<file path="src/rtl/wb_write_port_arbiter_pkg.sv">
// Shared constants and state encoding for the register-file write-port arbiter.
package wb_write_port_arbiter_pkg;

    localparam int unsigned DEF_DATA_W = 32;
    localparam int unsigned DEF_REG_W  = 5;
    localparam int unsigned REG_ZERO   = 0;

    typedef enum logic [1:0] {
        ARB_IDLE    = 2'd0,
        ARB_WAIT    = 2'd1,
        ARB_STARVED = 2'd2
    } arb_state_t;

endpackage

</file>
<file path="src/rtl/wb_write_port_arbiter_fifo.sv">
// Aux write buffer: DEPTH x W synchronous FIFO that also exposes its entries
// and a per-slot valid mask so the parent can search pending writes.
module wb_arb_fifo #(
    parameter int unsigned DEPTH = 4,
    parameter int unsigned W     = 37
) (
    input  logic                         clk,
    input  logic                         reset,
    input  logic                         i_push,
    input  logic                         i_pop,
    input  logic [W-1:0]                 i_data,
    output logic [W-1:0]                 o_head,
    output logic [$clog2(DEPTH):0]       o_count,
    output logic                         o_full,
    output logic                         o_empty,
    output logic [DEPTH-1:0][W-1:0]      o_entries,
    output logic [DEPTH-1:0]             o_valid
);

    localparam int unsigned PTR_W = $clog2(DEPTH);
    localparam int unsigned CNT_W = PTR_W + 1;

    logic [PTR_W-1:0] r_rd_ptr;
    logic [PTR_W-1:0] r_wr_ptr;
    logic [CNT_W-1:0] r_count;
    logic [W-1:0]     r_mem [DEPTH];

    always_ff @(posedge clk or posedge reset) begin
        if (reset) begin
            r_rd_ptr <= '0;
            r_wr_ptr <= '0;
            r_count  <= '0;
            for (int unsigned i = 0; i < DEPTH; i++) begin
                r_mem[i] <= '0;
            end
        end else begin
            if (i_push) begin
                r_mem[r_wr_ptr] <= i_data;
                r_wr_ptr        <= r_wr_ptr + PTR_W'(1);
            end
            if (i_pop) begin
                r_rd_ptr <= r_rd_ptr + PTR_W'(1);
            end
            case ({i_push, i_pop})
                2'b10:   r_count <= r_count + CNT_W'(1);
                2'b01:   r_count <= r_count - CNT_W'(1);
                default: r_count <= r_count;
            endcase
        end
    end

    // A slot is live when its distance from the read pointer is below count.
    always_comb begin
        o_entries = '0;
        o_valid   = '0;
        for (int unsigned i = 0; i < DEPTH; i++) begin
            o_entries[i] = r_mem[i];
            o_valid[i]   = {1'b0, PTR_W'(i) - r_rd_ptr} < r_count;
        end
    end

    assign o_head  = r_mem[r_rd_ptr];
    assign o_count = r_count;
    assign o_full  = (r_count == CNT_W'(DEPTH));
    assign o_empty = (r_count == '0);

endmodule

</file>
<file path="src/rtl/wb_write_port_arbiter.sv">
// Arbitrates the register-file write port between WB (always wins) and a buffered aux requester.
// Define WB_ARB_PENDING_EN to build the pending-write hazard compare on i_query_reg.
module wb_write_port_arbiter
    import wb_write_port_arbiter_pkg::*;
#(
    parameter int unsigned DATA_W       = DEF_DATA_W,
    parameter int unsigned REG_W        = DEF_REG_W,
    parameter int unsigned DEPTH        = 4,
    parameter int unsigned STARVE_LIMIT = 8
) (
    input  logic              clk,
    input  logic              reset,
    input  logic              i_wb_reg_write,
    input  logic [REG_W-1:0]  i_wb_write_reg,
    input  logic [DATA_W-1:0] i_wb_write_data,
    input  logic              i_aux_valid,
    output logic              o_aux_ready,
    input  logic [REG_W-1:0]  i_aux_reg,
    input  logic [DATA_W-1:0] i_aux_data,
    output logic              o_reg_write,
    output logic [REG_W-1:0]  o_write_register,
    output logic [DATA_W-1:0] o_write_data,
    output logic              o_stall_req,
    input  logic [REG_W-1:0]  i_query_reg,
    output logic              o_pending_match
);

    localparam int unsigned ENT_W  = REG_W + DATA_W;
    localparam int unsigned CNT_W  = $clog2(DEPTH) + 1;
    localparam int unsigned WAIT_W = $clog2(STARVE_LIMIT + 1);

    logic                         w_wb_active;
    logic                         w_push;
    logic                         w_pop;
    logic                         w_last_pop;
    logic                         w_full;
    logic                         w_empty;
    logic [CNT_W-1:0]             w_count;
    logic [ENT_W-1:0]             w_head;
    logic [DEPTH-1:0][ENT_W-1:0]  w_entries;
    logic [DEPTH-1:0]             w_valid;
    logic [WAIT_W-1:0]            r_wait;
    logic [WAIT_W-1:0]            w_wait_next;
    arb_state_t                   r_state;
    logic                         r_stall_req;

    assign w_wb_active = i_wb_reg_write && (i_wb_write_reg != REG_W'(REG_ZERO));
    assign w_pop       = !w_wb_active && !w_empty;
    assign w_push      = i_aux_valid && o_aux_ready && (i_aux_reg != REG_W'(REG_ZERO));
    assign w_last_pop  = w_pop && !w_push && (w_count == CNT_W'(1));
    assign o_aux_ready = !w_full;
    assign o_stall_req = r_stall_req;

    wb_arb_fifo #(
        .DEPTH (DEPTH),
        .W     (ENT_W)
    ) u_fifo (
        .clk       (clk),
        .reset     (reset),
        .i_push    (w_push),
        .i_pop     (w_pop),
        .i_data    ({i_aux_reg, i_aux_data}),
        .o_head    (w_head),
        .o_count   (w_count),
        .o_full    (w_full),
        .o_empty   (w_empty),
        .o_entries (w_entries),
        .o_valid   (w_valid)
    );

    // Write-port mux: WB pass-through, else drain the FIFO head.
    always_comb begin
        o_reg_write      = 1'b0;
        o_write_register = '0;
        o_write_data     = '0;
        if (w_wb_active) begin
            o_reg_write      = 1'b1;
            o_write_register = i_wb_write_reg;
            o_write_data     = i_wb_write_data;
        end else if (!w_empty) begin
            o_reg_write      = 1'b1;
            o_write_register = w_head[ENT_W-1 -: REG_W];
            o_write_data     = w_head[DATA_W-1:0];
        end
    end

    always_comb begin
        w_wait_next = r_wait;
        if (w_pop || w_empty) begin
            w_wait_next = '0;
        end else if (r_wait != WAIT_W'(STARVE_LIMIT)) begin
            w_wait_next = r_wait + WAIT_W'(1);
        end
    end

    always_ff @(posedge clk or posedge reset) begin
        if (reset) begin
            r_wait <= '0;
        end else begin
            r_wait <= w_wait_next;
        end
    end

    // Starvation FSM; stall request mirrors the STARVED state.
    always_ff @(posedge clk or posedge reset) begin
        if (reset) begin
            r_state     <= ARB_IDLE;
            r_stall_req <= 1'b0;
        end else begin
            case (r_state)
                ARB_IDLE: begin
                    if (w_push) begin
                        r_state <= ARB_WAIT;
                    end
                end
                ARB_WAIT: begin
                    if (w_last_pop) begin
                        r_state <= ARB_IDLE;
                    end else if (w_wait_next == WAIT_W'(STARVE_LIMIT)) begin
                        r_state     <= ARB_STARVED;
                        r_stall_req <= 1'b1;
                    end
                end
                ARB_STARVED: begin
                    if (w_pop) begin
                        r_state     <= w_last_pop ? ARB_IDLE : ARB_WAIT;
                        r_stall_req <= 1'b0;
                    end
                end
                default: begin
                    r_state     <= ARB_IDLE;
                    r_stall_req <= 1'b0;
                end
            endcase
        end
    end

`ifdef WB_ARB_PENDING_EN
    // Includes the head even when it is being popped this cycle.
    always_comb begin
        o_pending_match = 1'b0;
        for (int unsigned i = 0; i < DEPTH; i++) begin
            if (w_valid[i] && (w_entries[i][ENT_W-1 -: REG_W] == i_query_reg)
                && (i_query_reg != REG_W'(REG_ZERO))) begin
                o_pending_match = 1'b1;
            end
        end
    end
`else
    assign o_pending_match = 1'b0;
    logic w_unused;
    assign w_unused = ^{i_query_reg, w_entries, w_valid};
`endif

endmodule
</file>
<file path="config.mk">
export PLATFORM = sky130hd
export DESIGN_NAME = wb_write_port_arbiter
export DESIGN_NICKNAME = d
export VERILOG_FILES = /design/src/rtl/wb_write_port_arbiter_pkg.sv /design/src/rtl/wb_write_port_arbiter_fifo.sv /design/src/rtl/wb_write_port_arbiter.sv
export SDC_FILE = /design/constraint.sdc
export NUM_CORES = 1
export LEC_CHECK = 0
export ABC_CLOCK_PERIOD_IN_PS = 6100
export CAP_MARGIN = 20
export CORE_ASPECT_RATIO = 1.2
export CORE_MARGIN = 2
export CORE_UTILIZATION = 55
export DETAILED_ROUTE_END_ITERATION = 7
export PLACE_DENSITY = 0.81
export SLEW_MARGIN = 40
export SYNTH_ARGS = -nofsm -noshare
export SYNTH_HDL_FRONTEND = slang
export SYNTH_SLANG_ARGS = --single-unit
</file>
<file path="constraint.sdc">
create_clock -name clk -period 6.1 [get_ports clk]
set_clock_uncertainty 0.2 [all_clocks]
set_input_delay 0.915 -clock clk [delete_from_list [all_inputs] [get_ports clk]]
set_output_delay 0.915 -clock clk [all_outputs]
set_load 0.03 [all_outputs]
</file>
Yosys cells after proc, flatten, opt, wreduce, memory -nomap -nowiden
Index checks and enable logic that the tools add are counted.
- register bits after elaboration: 162
- input bits: 83
- word-level logic and storage cells: 78
- mux-type cells: 25
- magnitude comparators: 3
- add/sub/neg operators: 5
- bitwise logic cells: 3
- reduce and logical (&&, ||, !) cells: 19
- equality and inequality tests: 13
- operator list (operator ; number):
    148-bit bitwise mux ; 1
    37-bit two-way mux ; 3
    37-bit binary-select mux with 2-bit select ; 1
    37-bit demux with 2-bit select ; 1
    32-bit two-way mux ; 2
    5-bit two-way mux ; 2
    5-bit nonzero test ; 2
    2-bit two-way mux ; 4
    4-bit two-way mux ; 2
    1-bit logical AND ; 7
    3-bit >= comparator (second input constant) ; 2
    1-bit two-way mux ; 6
    2-bit inverter with 3-bit output ; 2
    2-bit one-hot mux with 3 select lines ; 1
    3-bit one-hot mux with 2 select lines ; 1
    2-bit by 1-bit adder with 2-bit output (second input constant) ; 2
    4-bit by 1-bit adder with 4-bit output (second input constant) ; 1
    2-bit by 1-bit == test with 1-bit output (second input constant) ; 2
    2-bit == test (second input constant) ; 2
    4-bit == test (second input constant) ; 1
    1-bit logical NOT ; 4
    2-bit by 1-bit != test with 1-bit output (second input constant) ; 2
    2-bit != test (second input constant) ; 2
    4-bit != test (second input constant) ; 1
    14 further kinds ; 14

Logic depth before layout (Yosys ltp)
Gate-level depths: netlist of run 1.
- word-level depth: 10
- depth in mapped cells: 11
- gate-level depth less buffers: 10

Hierarchy
A second synthesis of run 1 with hierarchy kept.
- cell total of the unflattened synthesis: 587
- area total of the unflattened synthesis: 8689.6 µm²
- by module, submodules not included (module ; area each (µm²) ; cells an instance ; instances ; sequential area each (µm²)):
    wb_arb_fifo ; 7566.0 ; 409 ; 1 ; 3878.7
    wb_write_port_arbiter ; 1123.6 ; 178 ; 1 ; 175.2

Worst setup path after synthesis of run 1
No wires, ideal clock.
- kind: input port to output port
- from: in i_wb_write_reg[0]
- to: out o_write_data[13]
- data required time: 4985 ps
- stages on the path: 7
- slack: 2568 ps
- data arrival time: 2417 ps
- cells stage by stage: or3_1 -> o31a_1 -> buf_2 -> nor2_2 -> buf_4 -> buf_4 -> a22o_1
- longest elaborated chain between the ends: 3
- ends and longest elaborated chain (item ; line ; RTL):
    start, declared ; wb_write_port_arbiter.sv:14 ; input logic [REG_W-1:0] i_wb_write_reg,
    5-bit nonzero test ; wb_write_port_arbiter.sv:47 ; assign w_wb_active = i_wb_reg_write && (i_wb_write_reg != REG_W'(REG_ZERO));
    1-bit logical AND ; wb_write_port_arbiter.sv:47 ;
    32-bit two-way mux ; wb_write_port_arbiter.sv:76 ; if (w_wb_active) begin
    end, declared ; wb_write_port_arbiter.sv:22 ; output logic [DATA_W-1:0] o_write_data,
No other way between the ends.

Worst setup path in the final report of run 1
- from: in i_wb_write_reg[0]
- to: out o_write_data[19]
Same word-level chain as after synthesis.

==> summary.txt, run 1 <==
Synthesis
  • Synth Cell Area: 8260 um^2
  • Syn Area/Cell: 16.9 um^2
  • Cell taking the most area after synthesis: dfrtp_1
  • Post-synth EDFFs: 0
  • Asr flop ratio synth: 1.00
  • Ys flop type: dfrtp_1
  • FF+latch count, synth: 162
  • Most frequent cell after synthesis: dfrtp_1
  • Yosys top cell area share: 0.491
  • Top post-synthesis cells by count: 162 x dfrtp_1, 120 x mux2_4, 37 x a22o_1, 37 x mux4_2, 29 x mux2_2
  • Sequential fraction of the synthesis area: 0.491
  • Syn_nets: ~580
  • YS warnings: 0
  • Area contributors post-synth: dfrtp_1 49%, mux2_4 22%, mux4_2 10%, mux2_2 4.0%, a22o_1 3.9%
  • Gate count of the mapped netlist: 490
  • Yosys cell types: 42

Detailed routing
  • Routed Antenna Nets: 0
  • Initial DRC Count: ~170
  • Routed vias/inst: between 5 and 6
  • Via Count: roughly 4700
  • TritonRoute pass-1 iters: 4
  • Routed wire length: 17100 um
  • Routed len/inst: 21.0 um
  • DRC: 0

Cells and area
  • Area grow syn2layout: 21.6%
  • Finished Layout Cells: ~810
  • Final #Nets: between 600 and 700
  • Ant diodes: 0
  • Share of cells above drive strength 1: 0.370

Global route
  • GRT Total Usage: 0.230
  • Pin count of the biggest net entering global routing: between 100 and 150
  • Grt ovf: 0
  • Initial antenna violation count: 0
  • Vias in the first global route: 5198
  • Global-route wire length before repair: 28300 um

Power
  • VDD IR max: between 0.3 and 0.4 mV
  • Pwr Total: around 5.7 mW
  • Lkg Pwr: about 4.6 nW
  • PD cells: 569 nW/um^2

Timing
  • Slew of the pin with the lowest slew margin: 783 ps
  • Final Max Slew Viols: 0
  • RSZ-0062 raised after global routing: false
  • Endpoints failing hold: 0
  • Sum of negative setup slack: 0 ps
  • FMAX: 0.195 GHz
  • Slew margin rel.: 0.478
  • Worst hold margin: 300 ps
  • Tcrit/Tclk final: 0.841
  • Final setup violation count: 0
  • Final Critical Period: between 5000 and 6000 ps

Floorplan
  • Core ar.: approximately 15000 um^2
  • Die width: between 100 and 150 um
  • Die area: around 16000 um^2
  • I/O Pins: 124
  • # rows: 49
  • Die H: 138 um
  • Initial core utilization: 0.557

Place
  • Dpl hpwl: 10400 um
  • Placed insts: 783
  • PortBufs: approximately 120
  • Gpl congestion: 0.752

Critical path
  • CP max stage delay: 670 ps
  • Crit path kind: input port to output pin
  • Critical Path, Cell by Cell: clkdlybuf4s50_1 -> or3_1 -> o31a_4 -> nor2_4 -> buf_4 -> a22o_1 -> clkdlybuf4s50_1
  • Data required time at the worst endpoint: 4980 ps
  • Worst path top cell family by delay: buffers and inverters
  • Setup crit start kind: input port
  • Most used cell, CP: clkdlybuf4s50_1
  • Worst EP arrival: between 4000 and 5000 ps
  • Worst path depth: 7
  • Crit Path Max Fanout: 35
  • Cell count of the worst reg-to-reg path: 10
  • CP Capture Type: output pin
  • Worst-path cell with the longest stage delay: clkdlybuf4s50_1
  • CP Buf/Inv Count: 3

CTS
  • Worst-skew pair later-pin latency: 420 ps
  • CTS Root Buffer Type: clkbuf_16
  • Max H-tree Level: 4
  • Total CTS buffers: 17
  • Setup bufs post-CTS: 0
  • Hold buffers post-CTS: 0
  • Clock transition at path regs: about 60 ps
  • CTS tree: done
  • Post-CTS Resized: 0
  • Clk buf depth: 2
  • CTS sink cnt: 162

Run
  • Max Cap Viol: 0

Status
  • Status: complete, no violations

Hold path
  • HP Class: register to register
  • Hold depth: 1
==> state kept, by name, summed over array words and instances (netlist names) <==
register,flops
u_fifo.o_entries,148
u_fifo.o_count,3
o_stall_req,1
u_fifo.r_wr_ptr,2
r_wait,4
r_state,2
u_fifo.r_rd_ptr,2
==> cell type report <==
class	instances	area, um^2
Fill cell	1017	4790
Sequential cell	162	4060
Multi-Input combinational cell	289	3850
Timing Repair Buffer	120	1190
Clock buffer	22	464
Tap cell	204	255
Clock inverter	9	179
Inverter	8	42.5
==> path summary, 6_finish.rpt <==
kind	from	end	slack, ps
max in group asynchronous	reset	u_fifo.r_rd_ptr[1]	3820
min	o_stall_req	o_stall_req	300
min reg2reg	o_stall_req	o_stall_req	300
min in group asynchronous	reset	u_fifo.o_entries[10]	790
max	i_wb_write_reg[0]	o_write_data[19]	970
max reg2reg	u_fifo.o_count[0]	o_stall_req	3020
==> cell usage in the layout, fill, tap and decap left out, types with 4 or more instances in the layout <==
cell             count
dfrtp_1            160
mux2_2              29
nand2_8              4
ha_1                11
a22o_1              37
mux2_4             120
xnor2_1              5
mux4_2              37
inv_1                7
nand2_1              7
nor2_1               5
bufinv_16            5
clkdlybuf4s50_1    117
clkbuf_16           17
==> cells by family after synthesis <==
| logic type | after synthesis | synth area share |
|---|---|---|
| multiplexers | 187 | 0.360 |
| flip-flops | 162 | 0.491 |
| AO/OA/AOI/OAI | 52 | 0.0532 |
| buffers and inverters | 39 | 0.0444 |
| AND/OR/NAND/NOR | 30 | 0.0259 |
| adder cells (fa/ha/maj) | 11 | 0.0167 |
| XOR/XNOR | 8 | 0.00849 |
| other | 1 | 0.000454 |
==> through the flow <==
stage	cell area, um^2	util	worst slack [ps]
global route	10000	0.677	794
CTS	10000	0.676	804
floorplan	8260	-	608
detailed placement	9390	0.633	804
finish	10000	0.677	968
global placement	9380	0.632	895
==> where the power goes <==
group / switching, mW / total, mW / internal, mW
registers: 0.404 / 2.02 / 1.62
logic: 0.969 / 2.52 / 1.56
clock network: 0.418 / 1.16 / 0.746
==> layer usage <==
| layer | up-vias | routed length, um | GRT usage |
|---|---|---|---|
| li1 | 2058 | - | - |
| met1 | 2496 | 7300 | 0.309 |
| met2 | 112 | 8830 | 0.382 |
| met3 | 17 | 705 | 0.0403 |
| met4 | 0 | 250 | 0.0721 |
| met5 | - | 0 | 0 |
Power figures use the tool's default switching activity.
==> inputs of run 2 (changes only) <==
--- a/config.mk
+++ b/config.mk
@@ -5,13 +5,13 @@
 export SDC_FILE = /design/constraint.sdc
 export NUM_CORES = 1
 export LEC_CHECK = 0
-export ABC_CLOCK_PERIOD_IN_PS = 6100
+export ABC_CLOCK_PERIOD_IN_PS = 4600
 export CAP_MARGIN = 20
 export CORE_ASPECT_RATIO = 1.2
 export CORE_MARGIN = 2
-export CORE_UTILIZATION = 55
+export CORE_UTILIZATION = 49
 export DETAILED_ROUTE_END_ITERATION = 7
-export PLACE_DENSITY = 0.81
+export PLACE_DENSITY = 0.76
 export SLEW_MARGIN = 40
 export SYNTH_ARGS = -nofsm -noshare
 export SYNTH_HDL_FRONTEND = slang
==> constraint.sdc (replaced) <==
create_clock -name clk -period 4.6 [get_ports clk]
set_clock_uncertainty 0.2 [all_clocks]
set_input_delay 0.69 -clock clk [delete_from_list [all_inputs] [get_ports clk]]
set_output_delay 0.69 -clock clk [all_outputs]
set_load 0.03 [all_outputs]
==> run 2 against run 1 <==
Compared with the run above:
- final area increased by 0.19%
- setup slack worse by 520 ps
- critical path type unchanged
- clock-buffer cell count fell by 4
- die area rose by 12%
- combinational power grew 34%
- utilization decreased by 7.3 points
- sequential power up 32%
- non-clock buffer count increased by 5
- power grew 33%
- critical path depth shrank 1
==> summary.txt, run 2 (same netlist as run 1, synthesis figures left out) <==
Status
  • Status: complete, no violations

Cells and area
  • Final #Nets: 697 (+0.72%)
  • Post-layout util: 0.604 (-0.0728)
  • Share of cells above drive strength 1: 0.407 (+0.0370)
  • Fill cell count: 1217 (+20%)
  • Final Cell Area: 10100 um^2 (+0.19%)
  • Commonest non-fill, non-tap cell in the layout: dfrtp_1
  • Area grow syn2layout: 21.9%
  • Largest register FFs: 148 (unchanged)
  • Multi-input logic area: 3840 um^2 (-0.19%)
  • Most frequent cells in the layout: 160 x dfrtp_1, 120 x mux2_4, 100 x clkdlybuf4s50_1
  • Sequential standard cell area: 4060 um^2 (unchanged)

Power
  • Pwr Total: 7.58 mW (+33%)
  • Lkg Pwr: 4.63 nW (+0.69%)
  • PD cells: 753 nW/um^2 (+32%)
  • VDD IR max: 0.373 mV (+20%)

Global route
  • Initial antenna violation count: 0 (unchanged)
  • Vias in the first global route: 5190 (-0.15%)
  • Pin count of the biggest net entering global routing: 93 (-20%)
  • Grt ovf: 0 (unchanged)
  • GRT Total Usage: 0.205 (-0.0247)
  • Global-route wire length before repair: 28100 um (-0.68%)

Timing
  • Final setup violation count: 0 (unchanged)
  • FMAX: 0.241 GHz
  • RSZ-0062 raised after global routing: false
  • Final Critical Period: slightly above 4000 ps
  • Final WS setup: 451 ps (-517 ps)
  • Final Max Slew Viols: 0 (unchanged)
  • Tcrit/Tclk final: 0.902
  • Sum of negative setup slack: 0 ps (unchanged)
  • Endpoints failing hold: 0 (unchanged)
  • Slew of the pin with the lowest slew margin: 844 ps (+60.9 ps)
  • Slew margin rel.: 0.437 (-0.0406)

Detailed routing
  • TritonRoute pass-1 iters: 4 (unchanged)
  • Initial DRC Count: 304 (+76%)
  • Routed Antenna Nets: 0 (unchanged)
  • Routed wire length: 17500 um (+2.2%)
  • DRC: 0 (unchanged)
  • Routed vias/inst: 5.65 (-1.8%)
  • Via Count: 4705 (+0.47%)
  • Routed len/inst: 21.0 um (about the same)

CTS
  • Hold buffers post-CTS: 0 (unchanged)
  • CTS tree: done
  • Clk buf depth: 2 (unchanged)
  • Total CTS buffers: 17 (unchanged)
  • CTS Root Buffer Type: clkbuf_16
  • Setup bufs post-CTS: 0 (unchanged)
  • Clock transition at path regs: 60 ps (about the same)
  • Post-CTS Resized: 0 (unchanged)
  • Worst-skew pair later-pin latency: 430 ps (about the same)
  • CTS sink cnt: 162 (unchanged)
  • Max H-tree Level: 4 (unchanged)

Critical path
  • Critical Path, Cell by Cell: clkdlybuf4s50_1 -> or3_1 -> o31a_2 -> nor2_4 -> a22o_1 -> clkdlybuf4s50_1
  • Worst-path cell with the longest stage delay: clkdlybuf4s50_1
  • Setup slack, reg-to-reg: 1430 ps (-1590 ps)
  • Worst path top cell family by delay: buffers and inverters
  • CP max stage delay: 670 ps (about the same)
  • Worst EP arrival: 3260 ps (-760 ps)
  • Crit. Startpoint: i_wb_write_reg[0]
  • Crit path kind: input port to output pin
  • Worst setup path end: o_write_data[1]
  • CP Capture Type: output pin
  • CP Buf/Inv Count: 2 (-1)
  • Setup crit start kind: input port
  • Cell count of the worst reg-to-reg path: 10 (unchanged)
  • Data required time at the worst endpoint: 3710 ps (-1270 ps)
  • Worst path depth: 6 (-1)
  • Crit Path Max Fanout: 21 (-40%)
  • RR Endpoint: r_state[1]
  • Most used cell, CP: clkdlybuf4s50_1
  • R2R Path Start: u_fifo.o_count[0]

Place
  • Placed Area: 9400 um^2 (about the same)
  • PortBufs: 117 (unchanged)
  • Gpl congestion: 0.791 (+5.2%)
  • Dpl hpwl: 10700 um (+3.1%)
  • Dpl ws: 476 ps (-329 ps)

Floorplan
  • Die area: 17900 um^2 (+12%)
  • Initial core utilization: 0.496 (-0.0608)
  • I/O Pins: 124 (unchanged)
  • Die width: 123 um (+5.7%)
  • Core ar.: 16700 um^2 (+12%)
  • Die H: 146 um (+5.8%)
  • # rows: 52 (+6.1%)

Hold path
  • HP Class: register to register

Run
  • Max Cap Viol: 0 (unchanged)
## run 2: per-stage QoR
stage	std cells	hold slack [ps]
6_report	833	303
3_3_place_gp	799	281
3_5_place_dp	799	287
4_1_cts	831	302
2_1_floorplan	490	274
5_1_grt	832	315
## run 2: power breakdown
| part | total (mW) | internal (mW) | switching [mW] |
|---|---|---|---|
| registers | 2.67 | 2.15 | 0.526 |
| logic | 3.37 | 2.05 | 1.31 |
| clock network | 1.54 | 0.961 | 0.576 |
| total | 7.58 | 5.16 | 2.42 |
## run 2: final cells by class
type | count | share of cell area
diodes | 1 | 0.000249
inverters | 8 | 0.00336
clock inverters | 14 | 0.0210
flip-flops and latches | 162 | 0.403
well taps | 216 | 0.0269
repair buffers | 125 | 0.121
multi-input cells | 289 | 0.382
clock buffers | 18 | 0.0427
## run 2: how the worst min path moves through the flow
stage	start	end	depth (start not counted)
floorplan	u_fifo.o_entries[92]	u_fifo.o_entries[92]	1
global placement	u_fifo.o_entries[98]	u_fifo.o_entries[98]	1
detailed placement	u_fifo.o_entries[88]	u_fifo.o_entries[88]	1
CTS	u_fifo.o_entries[146]	u_fifo.o_entries[146]	1
global route	u_fifo.o_entries[146]	u_fifo.o_entries[146]	1
finish	u_fifo.o_entries[82]	u_fifo.o_entries[82]	1
## run 2: metal layers
metal | track usage | wire [um] | vias to the layer above
met2 | 0.335 | 8800 | 133
li1 | - | - | 2069
met4 | 0.0891 | 457 | 0
met3 | 0.0395 | 883 | 29
met1 | 0.266 | 7320 | 2474
met5 | 0 | 0 | -
==> inputs of run 3 (changes only) <==
--- a/config.mk
+++ b/config.mk
@@ -9,10 +9,9 @@
 export CAP_MARGIN = 20
 export CORE_ASPECT_RATIO = 1.2
 export CORE_MARGIN = 2
-export CORE_UTILIZATION = 49
+export CORE_UTILIZATION = 35
 export DETAILED_ROUTE_END_ITERATION = 7
-export PLACE_DENSITY = 0.76
-export SLEW_MARGIN = 40
+export SLEW_MARGIN = 20
 export SYNTH_ARGS = -nofsm -noshare
 export SYNTH_HDL_FRONTEND = slang
 export SYNTH_SLANG_ARGS = --single-unit
==> run 3 against run 2 <==
Compared with the run above:
- die area is 39% higher
- via count decreased by 1.2%
- cell count rose by 11%
- sequential power is 3% higher
- clock-buffer cell count rose by 5
- sequential share of layout area is essentially flat
- register-to-register slack better by 100 ps
- hold slack lost 13 ps
- power fell by 1.8%
- maximum frequency increased by 9.8%
- critical path depth up 1
- flip-flop and latch count stayed put
- critical endpoint is now o_write_data[21]
==> summary.txt, run 3 (same netlist as run 1, synthesis figures left out) <==
Power
  • PD cells: 738 nW/um^2 (-1.9%)
  • Pwr Total: 7.44 mW (-1.8%)
  • VDD IR max: 0.350 mV (-6.1%)
  • Lkg Pwr: 4.63 nW (-0.17%)

Place
  • Dpl hpwl: 11500 um (+7.0%)
  • PortBufs: 117 (unchanged)
  • Placed insts: 896 (+12%)
  • Gpl congestion: 0.691 (-13%)

Hold path
  • HP Class: register to register
  • Hold depth: 1 (unchanged)

Floorplan
  • Initial core utilization: 0.356 (-0.140)
  • Die width: 144 um (+18%)
  • Die H: 172 um (+18%)
  • Die area: 24800 um^2 (+39%)
  • # rows: 61 (+17%)
  • Core ar.: 23200 um^2 (+39%)
  • I/O Pins: 124 (unchanged)

CTS
  • CTS Root Buffer Type: clkbuf_16
  • Hold buffers post-CTS: 0 (unchanged)
  • Clock transition at path regs: 70 ps (about the same)
  • Max H-tree Level: 4 (unchanged)
  • Post-CTS Resized: 0 (unchanged)
  • Setup bufs post-CTS: 0 (unchanged)
  • CTS tree: done
  • Clk buf depth: 2 (unchanged)
  • CTS sink cnt: 162 (unchanged)
  • Total CTS buffers: 17 (unchanged)
  • Worst-skew pair later-pin latency: 420 ps (about the same)

Critical path
  • Worst path top cell family by delay: buffers and inverters
  • Data required time at the worst endpoint: 3710 ps (about the same)
  • Most used cell, CP: buf_4
  • Critical Path, Cell by Cell: clkdlybuf4s50_1 -> or3_1 -> o31a_2 -> nor2_4 -> buf_4 -> a22o_1 -> buf_4
  • Crit Path Max Fanout: 21 (unchanged)
  • Worst-path cell with the longest stage delay: o31a_2
  • CP Buf/Inv Count: 3 (+1)
  • Worst EP arrival: 2890 ps (-370 ps)
  • Cell count of the worst reg-to-reg path: 10 (unchanged)
  • Worst path depth: 7 (+1)
  • CP Capture Type: output pin
  • Crit path kind: input port to output pin
  • Setup crit start kind: input port
  • CP max stage delay: 510 ps (-160 ps)

Detailed routing
  • Routed vias/inst: 5.02 (-11%)
  • Initial DRC Count: 196 (-36%)
  • Routed len/inst: 19.8 um (-5.7%)
  • TritonRoute pass-1 iters: 6 (+2)
  • DRC: 0 (unchanged)
  • Routed Antenna Nets: 0 (unchanged)
  • Via Count: 4650 (-1.2%)
  • Routed wire length: 18300 um (+4.9%)

Global route
  • Grt ovf: 0 (unchanged)
  • GRT Total Usage: 0.157 (-0.0479)
  • Global-route wire length before repair: 29600 um (+5.4%)
  • Pin count of the biggest net entering global routing: 97 (+4.3%)
  • Initial antenna violation count: 0 (unchanged)
  • Vias in the first global route: 5375 (+3.6%)

Timing
  • Final Critical Period: 3780 ps (-369 ps)
  • Endpoints failing hold: 0 (unchanged)
  • Final Max Slew Viols: 0 (unchanged)
  • Tcrit/Tclk final: 0.822 (-0.0803)
  • Slew margin rel.: 0.427 (-0.0102)
  • Slew of the pin with the lowest slew margin: 849 ps (+4.52 ps)
  • FMAX: 0.265 GHz (+9.8%)
  • Sum of negative setup slack: 0 ps (unchanged)
  • RSZ-0062 raised after global routing: false
  • Final setup violation count: 0 (unchanged)

Cells and area
  • Finished Layout Cells: 927 (+11%)
  • Ant diodes: 0 (-1)
  • Share of cells above drive strength 1: 0.430 (+0.0223)
  • Most frequent cells in the layout: 160 x dfrtp_1, 120 x mux2_4, 80 x clkdlybuf4s50_1
  • Commonest non-fill, non-tap cell in the layout: dfrtp_1
  • Area grow syn2layout: 22.0%
  • Largest register FFs: 148 (unchanged)
  • Final #Nets: 694 (-0.43%)

Run
  • Max Cap Viol: 0 (unchanged)

Status
  • Status: complete, no violations
[run 3: worst register-to-register path: stages (launching register included)]
cell	delay, ps
dfrtp_1	420
inv_1	90
ha_1	230
nand2_1	120
o211a_1	690
inv_1	190
ha_1	290
nand3b_1	120
nand3b_1	110
nor4_1	420
a21o_1	130
[run 3: worst paths after layout]
kind	startpoint	endpoint	slack [ps]
min in group asynchronous	reset	u_fifo.o_entries[77]	380
max in group asynchronous	reset	u_fifo.o_entries[58]	2830
setup / recovery	i_wb_write_reg[0]	o_write_data[21]	820
hold reg to reg	o_stall_req	o_stall_req	290
setup reg to reg	u_fifo.o_count[0]	o_stall_req	1530
hold / removal	o_stall_req	o_stall_req	290
[run 3: layout make-up]
type	count	area (um^2)
inverter	8	33.8
fill	2103	13100
timing repair buffer	122	1150
clock buffer	23	458
tap	315	394
clock inverter	8	131
sequential	162	4060
multi-input combinational	289	3840
[run 3: where the power goes]
| part | total, mW | leakage, nW | switching, mW | internal (mW) |
|---|---|---|---|---|
| Sequential | 2.74 | 1.93 | 0.595 | 2.15 |
| Combinational | 3.27 | 2.42 | 1.24 | 2.02 |
| Clock | 1.43 | 0.278 | 0.560 | 0.868 |
[run 3: routing by layer]
metal / vias to the layer above / global-route usage / routed length (um) / share of wire
li1: 2065 / - / - / -
met1: 2468 / 0.200 / 8040 / 0.44
met5: - / 0 / 0 / 0
met2: 101 / 0.275 / 9340 / 0.51
met3: 16 / 0.0302 / 725 / 0.040
met4: 0 / 0.0439 / 216 / 0.012
[run 3: per-stage QoR]
step | utilization | worst slack (ps) | hold WS, ps | instance area, um^2
detailed placement | 0.409 | 761 | 280 | 9480
finish | 0.434 | 821 | 290 | 10100
floorplan | - | 1520 | 274 | 8260
global route | 0.434 | 674 | 317 | 10100
CTS | 0.434 | 760 | 295 | 10100
global placement | 0.409 | 781 | 270 | 9480
